$ cat config.mk
export PLATFORM = sky130hd
export DESIGN_NAME = multicycle_ctrl
export DESIGN_NICKNAME = d
export VERILOG_FILES = /design/src/rtl/multicycle_ctrl.sv
export SDC_FILE = /design/constraint.sdc
export NUM_CORES = 1
export LEC_CHECK = 0
export CORE_MARGIN = 2
export CORE_UTILIZATION = 37
export DETAILED_ROUTE_END_ITERATION = 8
export PLACE_DENSITY = 0.76
export RECOVER_POWER = 100
export SETUP_SLACK_MARGIN = 0.15
export SLEW_MARGIN = 20
export SYNTH_ARGS = -nofsm -noshare
export SYNTH_HDL_FRONTEND = slang
export SYNTH_SLANG_ARGS = --single-unit
$ cat constraint.sdc
create_clock -name clk -period 2.67 [get_ports clk]
set_input_delay 0.534 -clock clk [delete_from_list [all_inputs] [get_ports clk]]
set_output_delay 0.534 -clock clk [all_outputs]
set_load 0.02 [all_outputs]
$ cat src/rtl/multicycle_ctrl.sv
// multicycle_ctrl: IDLE/FETCH/DECODE/EXEC/MEM/WB/HALT sequencer for RV32I subset.
// Define CTRL_PERF_CNT_EN to add cycle_cnt / instret_cnt performance counters.
module multicycle_ctrl #(
  parameter int DATA_WIDTH = 8,
  parameter int IMM_WIDTH  = 8,
  parameter int RS_WIDTH   = 5,
  parameter int ALU_WIDTH  = 4,
  parameter int PC_WIDTH   = 8
) (
  input  logic                 clk,
  input  logic                 reset,
  output logic                 imem_req,
  output logic [PC_WIDTH-1:0]  imem_addr,
  input  logic                 imem_ack,
  input  logic [31:0]          imem_rdata,
  output logic                 dmem_req,
  output logic                 dmem_we,
  input  logic                 dmem_ack,
  input  logic                 zero,
  output logic [RS_WIDTH-1:0]  RS1,
  output logic [RS_WIDTH-1:0]  RS2,
  output logic [RS_WIDTH-1:0]  RD,
  output logic [IMM_WIDTH-1:0] IMM,
  output logic [ALU_WIDTH-1:0] ALUControl,
  output logic                 regWrite,
  output logic                 ALUSrc,
  output logic                 memToReg,
  output logic                 jalSrc,
  output logic [PC_WIDTH-1:0]  ra,
  output logic                 halt,
  output logic                 illegal,
  output logic [31:0]          cycle_cnt,
  output logic [31:0]          instret_cnt
);

  typedef enum logic [2:0] {
    IDLE, FETCH, DECODE, EXEC, MEM, WB, HALT
  } state_t;

  localparam logic [6:0] OP_R   = 7'b0110011;
  localparam logic [6:0] OP_I   = 7'b0010011;
  localparam logic [6:0] OP_LW  = 7'b0000011;
  localparam logic [6:0] OP_SW  = 7'b0100011;
  localparam logic [6:0] OP_BEQ = 7'b1100011;
  localparam logic [6:0] OP_JAL = 7'b1101111;
  localparam logic [6:0] OP_SYS = 7'b1110011;

  if (IMM_WIDTH > DATA_WIDTH) begin : g_imm_chk
    $error("IMM_WIDTH exceeds DATA_WIDTH");
  end

  state_t state, state_nxt;
  logic [31:0] ir;
  logic [PC_WIDTH-1:0] pc, pc_nxt, pc_4, pc_imm;
  logic ill_q, ill_set;
  logic [6:0] opcode;
  logic [2:0] funct3;
  logic is_r, is_i, is_lw, is_sw;
  logic is_beq, is_jal, is_sys;
  logic legal;
  logic [3:0] alu;
  logic signed [20:0] imm_raw;

  assign opcode = ir[6:0];
  assign funct3 = ir[14:12];
  assign is_r   = opcode == OP_R;
  assign is_i   = opcode == OP_I;
  assign is_lw  = opcode == OP_LW;
  assign is_sw  = opcode == OP_SW;
  assign is_beq = opcode == OP_BEQ;
  assign is_jal = opcode == OP_JAL;
  assign is_sys = opcode == OP_SYS;

  // ALU op, legality and sign-extended immediate from IR
  always_comb begin
    alu     = 4'b0000;
    legal   = 1'b1;
    imm_raw = '0;
    unique case (1'b1)
      is_r: begin
        unique case (funct3)
          3'b000:  alu = ir[30] ? 4'b0110 : 4'b0010;
          3'b111:  alu = 4'b0000;
          3'b110:  alu = 4'b0001;
          3'b100:  alu = 4'b0100;
          3'b101:  alu = 4'b0011;
          3'b010:  alu = 4'b0111;
          default: legal = 1'b0;
        endcase
      end
      is_i: begin
        imm_raw = 21'($signed(ir[31:20]));
        unique case (funct3)
          3'b000:  alu = 4'b0010;
          3'b101:  alu = 4'b0011;
          3'b010:  alu = 4'b0111;
          default: legal = 1'b0;
        endcase
      end
      is_lw: begin
        alu     = 4'b0010;
        imm_raw = 21'($signed(ir[31:20]));
      end
      is_sw: begin
        alu     = 4'b0010;
        imm_raw = 21'($signed({ir[31:25], ir[11:7]}));
      end
      is_beq: begin
        alu     = 4'b0110;
        legal   = funct3 == 3'b000;
        imm_raw = 21'($signed({ir[31], ir[7],
                  ir[30:25], ir[11:8], 1'b0}));
      end
      is_jal: begin
        imm_raw = $signed({ir[31], ir[19:12],
                  ir[20], ir[30:21], 1'b0});
      end
      is_sys:  legal = 1'b1;
      default: legal = 1'b0;
    endcase
  end

  assign pc_4   = pc + PC_WIDTH'(4);
  assign pc_imm = pc + PC_WIDTH'(imm_raw);

  // Next state and next PC
  always_comb begin
    state_nxt = state;
    pc_nxt    = pc;
    ill_set   = 1'b0;
    unique case (state)
      IDLE:  state_nxt = FETCH;
      FETCH: if (imem_ack) state_nxt = DECODE;
      DECODE: begin
        if (is_sys || !legal) begin
          state_nxt = HALT;
          ill_set   = !legal;
        end else begin
          state_nxt = EXEC;
        end
      end
      EXEC: begin
        unique case (1'b1)
          is_lw, is_sw: state_nxt = MEM;
          is_beq: begin
            pc_nxt    = zero ? pc_imm : pc_4;
            state_nxt = FETCH;
          end
          is_jal: begin
            pc_nxt    = pc_imm;
            state_nxt = FETCH;
          end
          default: state_nxt = WB;
        endcase
      end
      MEM: begin
        if (dmem_ack) begin
          if (is_sw) begin
            pc_nxt    = pc_4;
            state_nxt = FETCH;
          end else begin
            state_nxt = WB;
          end
        end
      end
      WB: begin
        pc_nxt    = pc_4;
        state_nxt = FETCH;
      end
      HALT:    state_nxt = HALT;
      default: state_nxt = IDLE;
    endcase
  end

  // State, PC, IR and sticky illegal flag
  always_ff @(posedge clk) begin
    if (reset) begin
      state <= IDLE;
      pc    <= '0;
      ir    <= '0;
      ill_q <= 1'b0;
    end else begin
      state <= state_nxt;
      pc    <= pc_nxt;
      if (state == FETCH && imem_ack) ir <= imem_rdata;
      if (ill_set) ill_q <= 1'b1;
    end
  end

  assign imem_req   = state == FETCH;
  assign imem_addr  = pc;
  assign dmem_req   = state == MEM;
  assign dmem_we    = (state == MEM) && is_sw;
  assign regWrite   = state == WB;
  assign memToReg   = (state == WB) && is_lw;
  assign jalSrc     = (state == EXEC) && is_jal;
  assign ra         = jalSrc ? pc_4 : '0;
  assign halt       = state == HALT;
  assign illegal    = ill_q;
  assign ALUSrc     = is_i || is_lw || is_sw;
  assign ALUControl = ALU_WIDTH'(alu);
  assign RS1        = RS_WIDTH'(ir[19:15]);
  assign RS2        = RS_WIDTH'(ir[24:20]);
  assign RD         = RS_WIDTH'(ir[11:7]);
  assign IMM        = IMM_WIDTH'(imm_raw);

`ifdef CTRL_PERF_CNT_EN
  logic [31:0] cyc_q, ret_q;

  // Cycle and retired-instruction counters
  always_ff @(posedge clk) begin
    if (reset) begin
      cyc_q <= '0;
      ret_q <= '0;
    end else begin
      if (state != HALT) cyc_q <= cyc_q + 32'd1;
      if (state_nxt == FETCH &&
          (state == EXEC || state == MEM ||
           state == WB))
        ret_q <= ret_q + 32'd1;
    end
  end

  assign cycle_cnt   = cyc_q;
  assign instret_cnt = ret_q;
`else
  assign cycle_cnt   = '0;
  assign instret_cnt = '0;
`endif

endmodule
==> run summary, run 1 <==
RUN STATUS
----------------------------------------------------------------------------------------
Outcome ................................................................... finished, final reports clean

STA
----------------------------------------------------------------------------------------
Worst max-slew margin expressed relative to the limit .....................        55.4%
Setup repair after global routing missed its margin .......................         true
Pins Over Slew Limit ......................................................            0
Portion of the clock cycle consumed by the worst path in the final layout .        96.3%
Transition time at the pin with the least slew margin .....................     0.669 ns
Worst Skew ................................................................   0.00930 ns
Minimum clock period ......................................................      2.57 ns
Finish-stage setup viols ..................................................            0
Hold Vio Cnt, Final .......................................................            0
Final Hold Slack ..........................................................     0.456 ns
Achievable frequency ......................................................      389 MHz
Crit path setup slack, layout .............................................    0.0984 ns

MIN PATH
----------------------------------------------------------------------------------------
Hold WC Path Type ......................................................... register to register
Hold path cells ...........................................................            2
Worst Hold Launch .........................................................       ir[15]
Endpoint, Worst Hold ......................................................       ir[15]

RUN
----------------------------------------------------------------------------------------
MaxCap Viol Count .........................................................            0

YOSYS
----------------------------------------------------------------------------------------
Combined area of all synthesized cells ....................................     3040 µm²
Fraction of registers with async set/reset ................................           0%
Count of cell types in the netlist ........................................           54
Share of the synthesized area in the top cell type ........................        27.0%
Register area share after synthesis .......................................        27.0%
Area contributors post-synth .............................................. sky130_fd_sc_hd__dfxtp_1 27%, sky130_fd_sc_hd__buf_4 20%, sky130_fd_sc_hd__nand2_1 9.1%
Number of warnings printed during yosys synthesis .........................            0
Top cell type by total area after synthesis ............................... sky130_fd_sc_hd__dfxtp_1
Main synth FF type ........................................................ sky130_fd_sc_hd__dfxtp_1
Gate count of the mapped netlist ..........................................          407
Post-synthesis area per instance ..........................................     7.48 µm²
Number of synthesized register bits .......................................           41
EDFF count, synth .........................................................            0

PLACE
----------------------------------------------------------------------------------------
# port buffers ............................................................           84
HPWL reported at the end of detailed placement ............................      5890 µm
Routability-driven placement congestion ratio .............................        0.885
Post-Place Worst Slack ....................................................   -0.0323 ns
Placed Area ...............................................................     3850 µm²

SETUP PATH
----------------------------------------------------------------------------------------
CP required ...............................................................      2.86 ns
Flop2flop setup slack .....................................................       0.1 ns
FF-to-FF path depth .......................................................           18
Kind of launch point of the worst setup path ..............................     register
Critical Path Fanout Max ..................................................            5
CP cell instances ......................................................... buf_4, nand3_2, nor2_4, nand2_2, buf_4, buf_4, buf_4, buf_4, buf_4, buf_4, buf_4, buf_4, buf_4, buf_4, buf_4, buf_4, a31oi_4, nor2_2
Worst R2R Start ...........................................................        ir[3]
Family with the most delay on the worst path .............................. buffers and inverters
Critical path's largest stage delay .......................................      0.37 ns
Library cell appearing most often on the critical path .................... sky130_fd_sc_hd__buf_4
Worst path slowest cell ................................................... sky130_fd_sc_hd__dfxtp_4
R2r endpoint ..............................................................      illegal
Crit Path Class ........................................................... register to register
Arrival time of the worst setup path ......................................      2.76 ns
Critical path buffers and inverters .......................................           13
Type of destination of the critical path ..................................     register

PWR
----------------------------------------------------------------------------------------
PwrDens ...................................................................   407 nW/µm²
Clock power frac ..........................................................        24.4%
Leakage power summed over all cells .......................................      1.91 nW
Largest voltage drop on the vdd net .......................................       204 µV
Net switching power .......................................................     0.625 mW
Switching Fraction ........................................................        36.2%
Design internal power .....................................................      1.10 mW
Combinational cell fraction of total power ................................        33.7%
Share of power burned in registers ........................................        41.8%

DRT
----------------------------------------------------------------------------------------
DRC marker count from the first detailed-route iteration ..................          203
First-pass iteration count of the detailed router .........................            4
Routed wire length per instance ...........................................      13.2 µm
Remaining routing DRC violations ..........................................            0
Final Routed Wirelength ...................................................      8180 µm
Via total after detailed routing ..........................................         2922
Drt via density ...........................................................         4.72
Number of nets with antenna violations after detailed routing .............            0

CTS
----------------------------------------------------------------------------------------
Number of buffers added by the clock tree synthesis step ..................            5
Quantity of hold-fixing buffers added after cts ...........................            0
Clock tree from TritonCTS .................................................         done
Number of sinks handled by clock tree synthesis ...........................           41
Buffer levels on the longest clock path ...................................            2
Clk Tree Root Cell ........................................................ sky130_fd_sc_hd__clkbuf_8
Clock transition at the registers of the reported paths ...................      0.08 ns
Insertion delay to the later sink of the worst-skew pair ..................      0.30 ns
Total number of H-tree levels .............................................            2

LAYOUT
----------------------------------------------------------------------------------------
Number of antenna diodes ..................................................            0
Commonest cells after routing, fill and taps aside ........................ 70 x sky130_fd_sc_hd__nand2_1, 65 x sky130_fd_sc_hd__conb_1, 42 x sky130_fd_sc_hd__buf_4
Layout Nets ...............................................................          560
Commonest non-fill, non-tap cell in the layout ............................ sky130_fd_sc_hd__nand2_1
Share of cells above drive strength 1 .....................................        22.4%
Fill cell total of the finished layout ....................................          781
Post-synthesis to final-layout area growth ................................        39.2%
Reg area ..................................................................      836 µm²
Multi-input gate area .....................................................     1960 µm²
Cell area after layout ....................................................     4240 µm²

GLOBAL ROUTING
----------------------------------------------------------------------------------------
Initial antenna violation count ...........................................            0
Global-route wire length before repair ....................................     12700 µm
Via count of the first global-routing pass ................................         2711
Remaining global-route overflow ...........................................            0
Pin count of the biggest net entering global routing ......................           30
Total track usage .........................................................        17.9%

FLOORPLANNING
----------------------------------------------------------------------------------------
Die Height ................................................................      94.7 µm
Core box area .............................................................     8090 µm²
Die Wd ....................................................................      94.7 µm
Starting density of the core ..............................................        37.6%
Total die area ............................................................     8970 µm²
Row Count .................................................................           33
Count of boundary I/O pins ................................................          153

## kinds of logic after synthesis
kind of cell	after synthesis	synth area share [%]
adders and majority gates	9	3.95
muxes	2	0.740
AOI/OAI and AO/OA	87	17.5
other	1	0.123
xor gates and xnor gates	12	3.45
buffers and inverters	107	23.8
DFF	41	27.0
and+or+nand+nor	148	23.4
## how the worst max path moves through the flow
stage | start | to | slack (ns) | depth (start not counted)
after floorplan | ir[1] | imem_addr[6] | 0.16 | 11
after global routing | ir[3] | imem_addr[6] | 0.004 | 12
after global placement | ir[1] | imem_addr[7] | -0.03 | 12
final | ir[3] | illegal | 0.1 | 18
after detailed placement | ir[0] | imem_addr[7] | -0.03 | 12
after CTS | ir[3] | imem_addr[7] | 0.07 | 14
## worst reg2reg max path, cell delays in order, from the launching register on
cell	delay (ns)
sky130_fd_sc_hd__dfxtp_4	0.37
sky130_fd_sc_hd__buf_4	0.11
sky130_fd_sc_hd__nand3_2	0.10
sky130_fd_sc_hd__nor2_4	0.11
sky130_fd_sc_hd__nand2_2	0.09
sky130_fd_sc_hd__buf_4	0.15
sky130_fd_sc_hd__buf_4	0.12
sky130_fd_sc_hd__buf_4	0.12
sky130_fd_sc_hd__buf_4	0.12
sky130_fd_sc_hd__buf_4	0.12
sky130_fd_sc_hd__buf_4	0.12
sky130_fd_sc_hd__buf_4	0.12
sky130_fd_sc_hd__buf_4	0.12
sky130_fd_sc_hd__buf_4	0.12
sky130_fd_sc_hd__buf_4	0.12
sky130_fd_sc_hd__buf_4	0.12
sky130_fd_sc_hd__buf_4	0.13
sky130_fd_sc_hd__a31oi_4	0.16
sky130_fd_sc_hd__nor2_2	0.06
## power groups by stage
stage	Clock, mW	Sequential, mW	Combinational, mW
4_1_cts	0.427	0.719	0.575
2_1_floorplan	0	0.714	0.465
5_1_grt	0.447	0.731	0.639
6_report	0.422	0.722	0.582
3_3_place_gp	0	0.726	0.547
3_5_place_dp	0	0.728	0.557
## cell usage after synthesis (2+ instances only)
cell and n:
sky130_fd_sc_hd__a21o_1 2, sky130_fd_sc_hd__ha_1 8, sky130_fd_sc_hd__a21boi_0 2, sky130_fd_sc_hd__clkbuf_1 10
sky130_fd_sc_hd__a21oi_1 45, sky130_fd_sc_hd__and3_1 6, sky130_fd_sc_hd__nor2b_1 4, sky130_fd_sc_hd__a221oi_1 4
sky130_fd_sc_hd__buf_2 4, sky130_fd_sc_hd__a211oi_1 2, sky130_fd_sc_hd__nor3b_1 4, sky130_fd_sc_hd__o21ai_0 11
sky130_fd_sc_hd__inv_1 7, sky130_fd_sc_hd__nand3_1 9, sky130_fd_sc_hd__a22o_1 5, sky130_fd_sc_hd__nand2b_1 4
sky130_fd_sc_hd__mux2_2 2, sky130_fd_sc_hd__o21bai_1 2, sky130_fd_sc_hd__buf_4 83, sky130_fd_sc_hd__nand3b_1 2
sky130_fd_sc_hd__xor2_1 5, sky130_fd_sc_hd__or3_1 2, sky130_fd_sc_hd__a31oi_1 2, sky130_fd_sc_hd__and2_1 4
sky130_fd_sc_hd__nand2_1 74, sky130_fd_sc_hd__nor4b_1 2, sky130_fd_sc_hd__nor3_1 8, sky130_fd_sc_hd__nor2_1 21
sky130_fd_sc_hd__nor4_1 2, sky130_fd_sc_hd__dfxtp_1 41, sky130_fd_sc_hd__xnor2_1 7
## timing repair
| action | 4_1_cts | 5_1_grt |
|---|---|---|
| setup endpoints to repair | 27 | 25 |
| pin swaps | 9 | 11 |
| buffers inserted | 14 | 0 |
| hold endpoints to repair | 0 | 0 |
| gates cloned | 0 | 0 |
| gates resized for setup | 50 | 47 |
## registers in the layout, indices dropped and copies added (netlist names)
register	cells
illegal	1
imem_addr	8
ir	29
state	3
## metrics by stage
stage	setup TNS [ns]	total power [mW]	util [%]	instances
4_1_cts	0	1.72	50.9	619
2_1_floorplan	0	1.18	-	471
6_report	0	1.73	52.4	619
3_3_place_gp	-0.0290	1.27	47.6	598
3_5_place_dp	-0.0405	1.29	47.6	598
5_1_grt	0	1.82	52.4	619
## layer usage
metal  global-route usage, %  wire length, µm  share of wire, %
met1                    21.1             3490                43
met2                    31.8             4010                49
met3                    5.19              598               7.3
met4                    4.35               79              0.97
met5                       0                0                 0
## cell type report
| class | count | share of cell area, % |
|---|---|---|
| clock buffer | 7 | 2.04 |
| tap | 105 | 3.10 |
| sequential | 41 | 19.7 |
| inverter | 8 | 0.709 |
| timing repair buffer | 135 | 28.2 |
| multi-input combinational | 323 | 46.3 |
(Power assumes the default switching activity.)
==> run 2: changes to the inputs <==
- SLEW_MARGIN: 20 -> default
==> results of run 2 <==
The final DEF is identical to that of run 1; final timing and power are the same.
==> run 3: changes to the inputs <==
- CELL_PAD_IN_SITES_DETAIL_PLACEMENT: default -> 1
- CELL_PAD_IN_SITES_GLOBAL_PLACEMENT: default -> 2
- CORE_UTILIZATION: 37 -> 19
- PLACE_DENSITY: 0.76 -> 0.75
- SETUP_SLACK_MARGIN: 0.15 -> 0.4
==> run 3 against run 2 <==
Core utilization fell by 25 points; largest cell class unchanged; combinational power is 4.8% higher; largest power group is now the clock network; power is 19% higher; register-to-register slack better by 0.03 ns; global-route usage down 6.7 points; non-clock buffer count fell by 15; clock skew shrank 0.0022 ns; cell area up 3.6%; fmax rose by 1.1%; sequential cell count stayed put.
==> run summary, run 3 (synthesized netlist as in run 1, its figures left out) <==
RUN STATUS
----------------------------------------------------------------------------------------
Outcome ................................................................... finished, final reports clean

FLOORPLANNING
----------------------------------------------------------------------------------------
Total die area ............................................................    17000 µm²   +90%
Starting density of the core ..............................................        19.3%   -18 points
Die Wd ....................................................................       131 µm   +38%
Die Height ................................................................       131 µm   +38%
Row Count .................................................................           46   +39%
Count of boundary I/O pins ................................................          153   unchanged
Core box area .............................................................    15800 µm²   +95%

SETUP PATH
----------------------------------------------------------------------------------------
Critical path buffers and inverters .......................................            2   -11
Family with the most delay on the worst path .............................. compound AO/OA/AOI/OAI gates
Critical path's largest stage delay .......................................      0.37 ns   about the same
Crit Path Class ........................................................... register to register
Kind of launch point of the worst setup path ..............................     register
Critical Path Fanout Max ..................................................            4   -1
Arrival time of the worst setup path ......................................      2.72 ns   -0.04 ns
CP required ...............................................................      2.85 ns   about the same
CP cell instances ......................................................... mux2_4, o32a_1, nor2_2, buf_6, and2_4, buf_4, ha_4, nor3_2, nor2_1, o41ai_2, nor3b_2, a221o_1
Worst path slowest cell ................................................... sky130_fd_sc_hd__dfxtp_4
Type of destination of the critical path ..................................     register

STA
----------------------------------------------------------------------------------------
Minimum clock period ......................................................      2.54 ns   -0.0288 ns
Achievable frequency ......................................................      393 MHz   +1.1%
Total negative setup slack ................................................         0 ns   unchanged
Pins Over Slew Limit ......................................................            0   unchanged
Worst max-slew margin expressed relative to the limit .....................        33.2%   -22 points
Finish-stage setup viols ..................................................            0   unchanged
Transition time at the pin with the least slew margin .....................      1.00 ns   +0.332 ns
Portion of the clock cycle consumed by the worst path in the final layout .        95.2%   -1.1 points
Worst Skew ................................................................   0.00708 ns   -0.00223 ns
Hold Vio Cnt, Final .......................................................            0   unchanged
Setup repair after global routing missed its margin .......................         true

PLACE
----------------------------------------------------------------------------------------
HPWL reported at the end of detailed placement ............................      7460 µm   +27%
Routability-driven placement congestion ratio .............................        0.819   -7.5%
# port buffers ............................................................           84   unchanged
Placed Area ...............................................................     3990 µm²   +3.5%

DRT
----------------------------------------------------------------------------------------
Number of nets with antenna violations after detailed routing .............            0   unchanged
Drt via density ...........................................................         4.01   -15%
Remaining routing DRC violations ..........................................            0   unchanged
DRC marker count from the first detailed-route iteration ..................          111   -45%
Final Routed Wirelength ...................................................      9740 µm   +19%
Routed wire length per instance ...........................................      13.6 µm   +2.9%
First-pass iteration count of the detailed router .........................            4   unchanged
Via total after detailed routing ..........................................         2874   -1.6%

CTS
----------------------------------------------------------------------------------------
Clock tree from TritonCTS .................................................         done
Buffer levels on the longest clock path ...................................            2   unchanged
Clock transition at the registers of the reported paths ...................      0.07 ns   about the same
Clk Tree Root Cell ........................................................ sky130_fd_sc_hd__clkbuf_16
Number of buffers added by the clock tree synthesis step ..................            5   unchanged
Total number of H-tree levels .............................................            2   unchanged
Insertion delay to the later sink of the worst-skew pair ..................      0.29 ns   about the same
Number of sinks handled by clock tree synthesis ...........................           41   unchanged

LAYOUT
----------------------------------------------------------------------------------------
Layout Nets ...............................................................          545   -2.7%
Post-synthesis to final-layout area growth ................................        44.2%
Number of flip-flops in the largest register ..............................           29   unchanged
Cell area after layout ....................................................     4390 µm²   +3.6%
Top register by number of flip-flops ......................................           ir
Fraction of the core area covered by cells at the end of the flow .........        27.8%   -25 points
Share of cells above drive strength 1 .....................................        22.6%   +0.23 points
Commonest non-fill, non-tap cell in the layout ............................ sky130_fd_sc_hd__nand2_1
Commonest cells after routing, fill and taps aside ........................ 72 x sky130_fd_sc_hd__nand2_1, 65 x sky130_fd_sc_hd__conb_1, 39 x sky130_fd_sc_hd__a21oi_1

MIN PATH
----------------------------------------------------------------------------------------
Hold WC Path Type ......................................................... register to register

RUN
----------------------------------------------------------------------------------------
MaxCap Viol Count .........................................................            0   unchanged

GLOBAL ROUTING
----------------------------------------------------------------------------------------
Pin count of the biggest net entering global routing ......................           32   +6.7%
Via count of the first global-routing pass ................................         2863   +5.6%
Remaining global-route overflow ...........................................            0   unchanged
Total track usage .........................................................        11.1%   -6.7 points
Initial antenna violation count ...........................................            1   +1
Global-route wire length before repair ....................................     14800 µm   +16%

PWR
----------------------------------------------------------------------------------------
Total chip power ..........................................................      2.06 mW   +19%
Leakage power summed over all cells .......................................      1.81 nW   -5.3%
Largest voltage drop on the vdd net .......................................       185 µV   -9.0%
PwrDens ...................................................................   469 nW/µm²   +15%

-- run 3: tightest hold or removal path: stages, from the launching register on --
cell and delay, ns:
sky130_fd_sc_hd__dfxtp_1 0.31, sky130_fd_sc_hd__nand2_1 0.05, sky130_fd_sc_hd__a21oi_1 0.05
-- run 3: area by class of cell --
class | instances | area (µm²)
diodes | 1 | 2.50
well taps | 216 | 270
flip-flops and latches | 41 | 840
inverters | 8 | 30.0
repair buffers | 120 | 1040
multi-input cells | 323 | 2040
clock buffers | 7 | 143
fillers | 1935 | 11400
clock inverters | 1 | 30.0
-- run 3: path summary, 6_finish.rpt --
path | to | from | slack [ns] | cells past startpoint
min | ir[16] | ir[16] | 0.46 | 2
max reg2reg | imem_addr[7] | ir[5] | 0.13 | 12
min reg2reg | ir[16] | ir[16] | 0.46 | 2
max | imem_addr[7] | ir[5] | 0.13 | 12
-- run 3: routing by layer --
| layer | part of all wire [%] | vias to the layer above | track usage, % |
|---|---|---|---|
| met4 | 1.9 | 0 | 4.19 |
| met5 | 0 | - | 0 |
| li1 | - | 1414 | - |
| met3 | 6.0 | 9 | 2.32 |
| met2 | 50 | 92 | 19.9 |
| met1 | 42 | 1359 | 13.1 |
-- run 3: power by group --
part	internal, mW	switching (mW)
combinational	0.240	0.370
sequential	0.662	0.0588
clock	0.468	0.261
-- run 3: metrics by stage --
stage	instances	hold WS (ns)	worst slack (ns)
final	717	0.459	0.127
after global routing	716	0.487	-0.0156
after CTS	710	0.458	0.120
after detailed placement	696	0.449	-0.0238
after global placement	696	0.443	0.0436
after floorplan	471	0.431	0.325
-- run 3: timing repair --
item / in CTS / in global routing
cloned: 0 / 0
endpoints found under the hold margin: 0 / 0
pin swaps: 10 / 10
hold buffers: 0 / 0
gates resized for setup: 121 / 45
buffers inserted: 6 / 6
endpoints found under the setup margin: 32 / 27
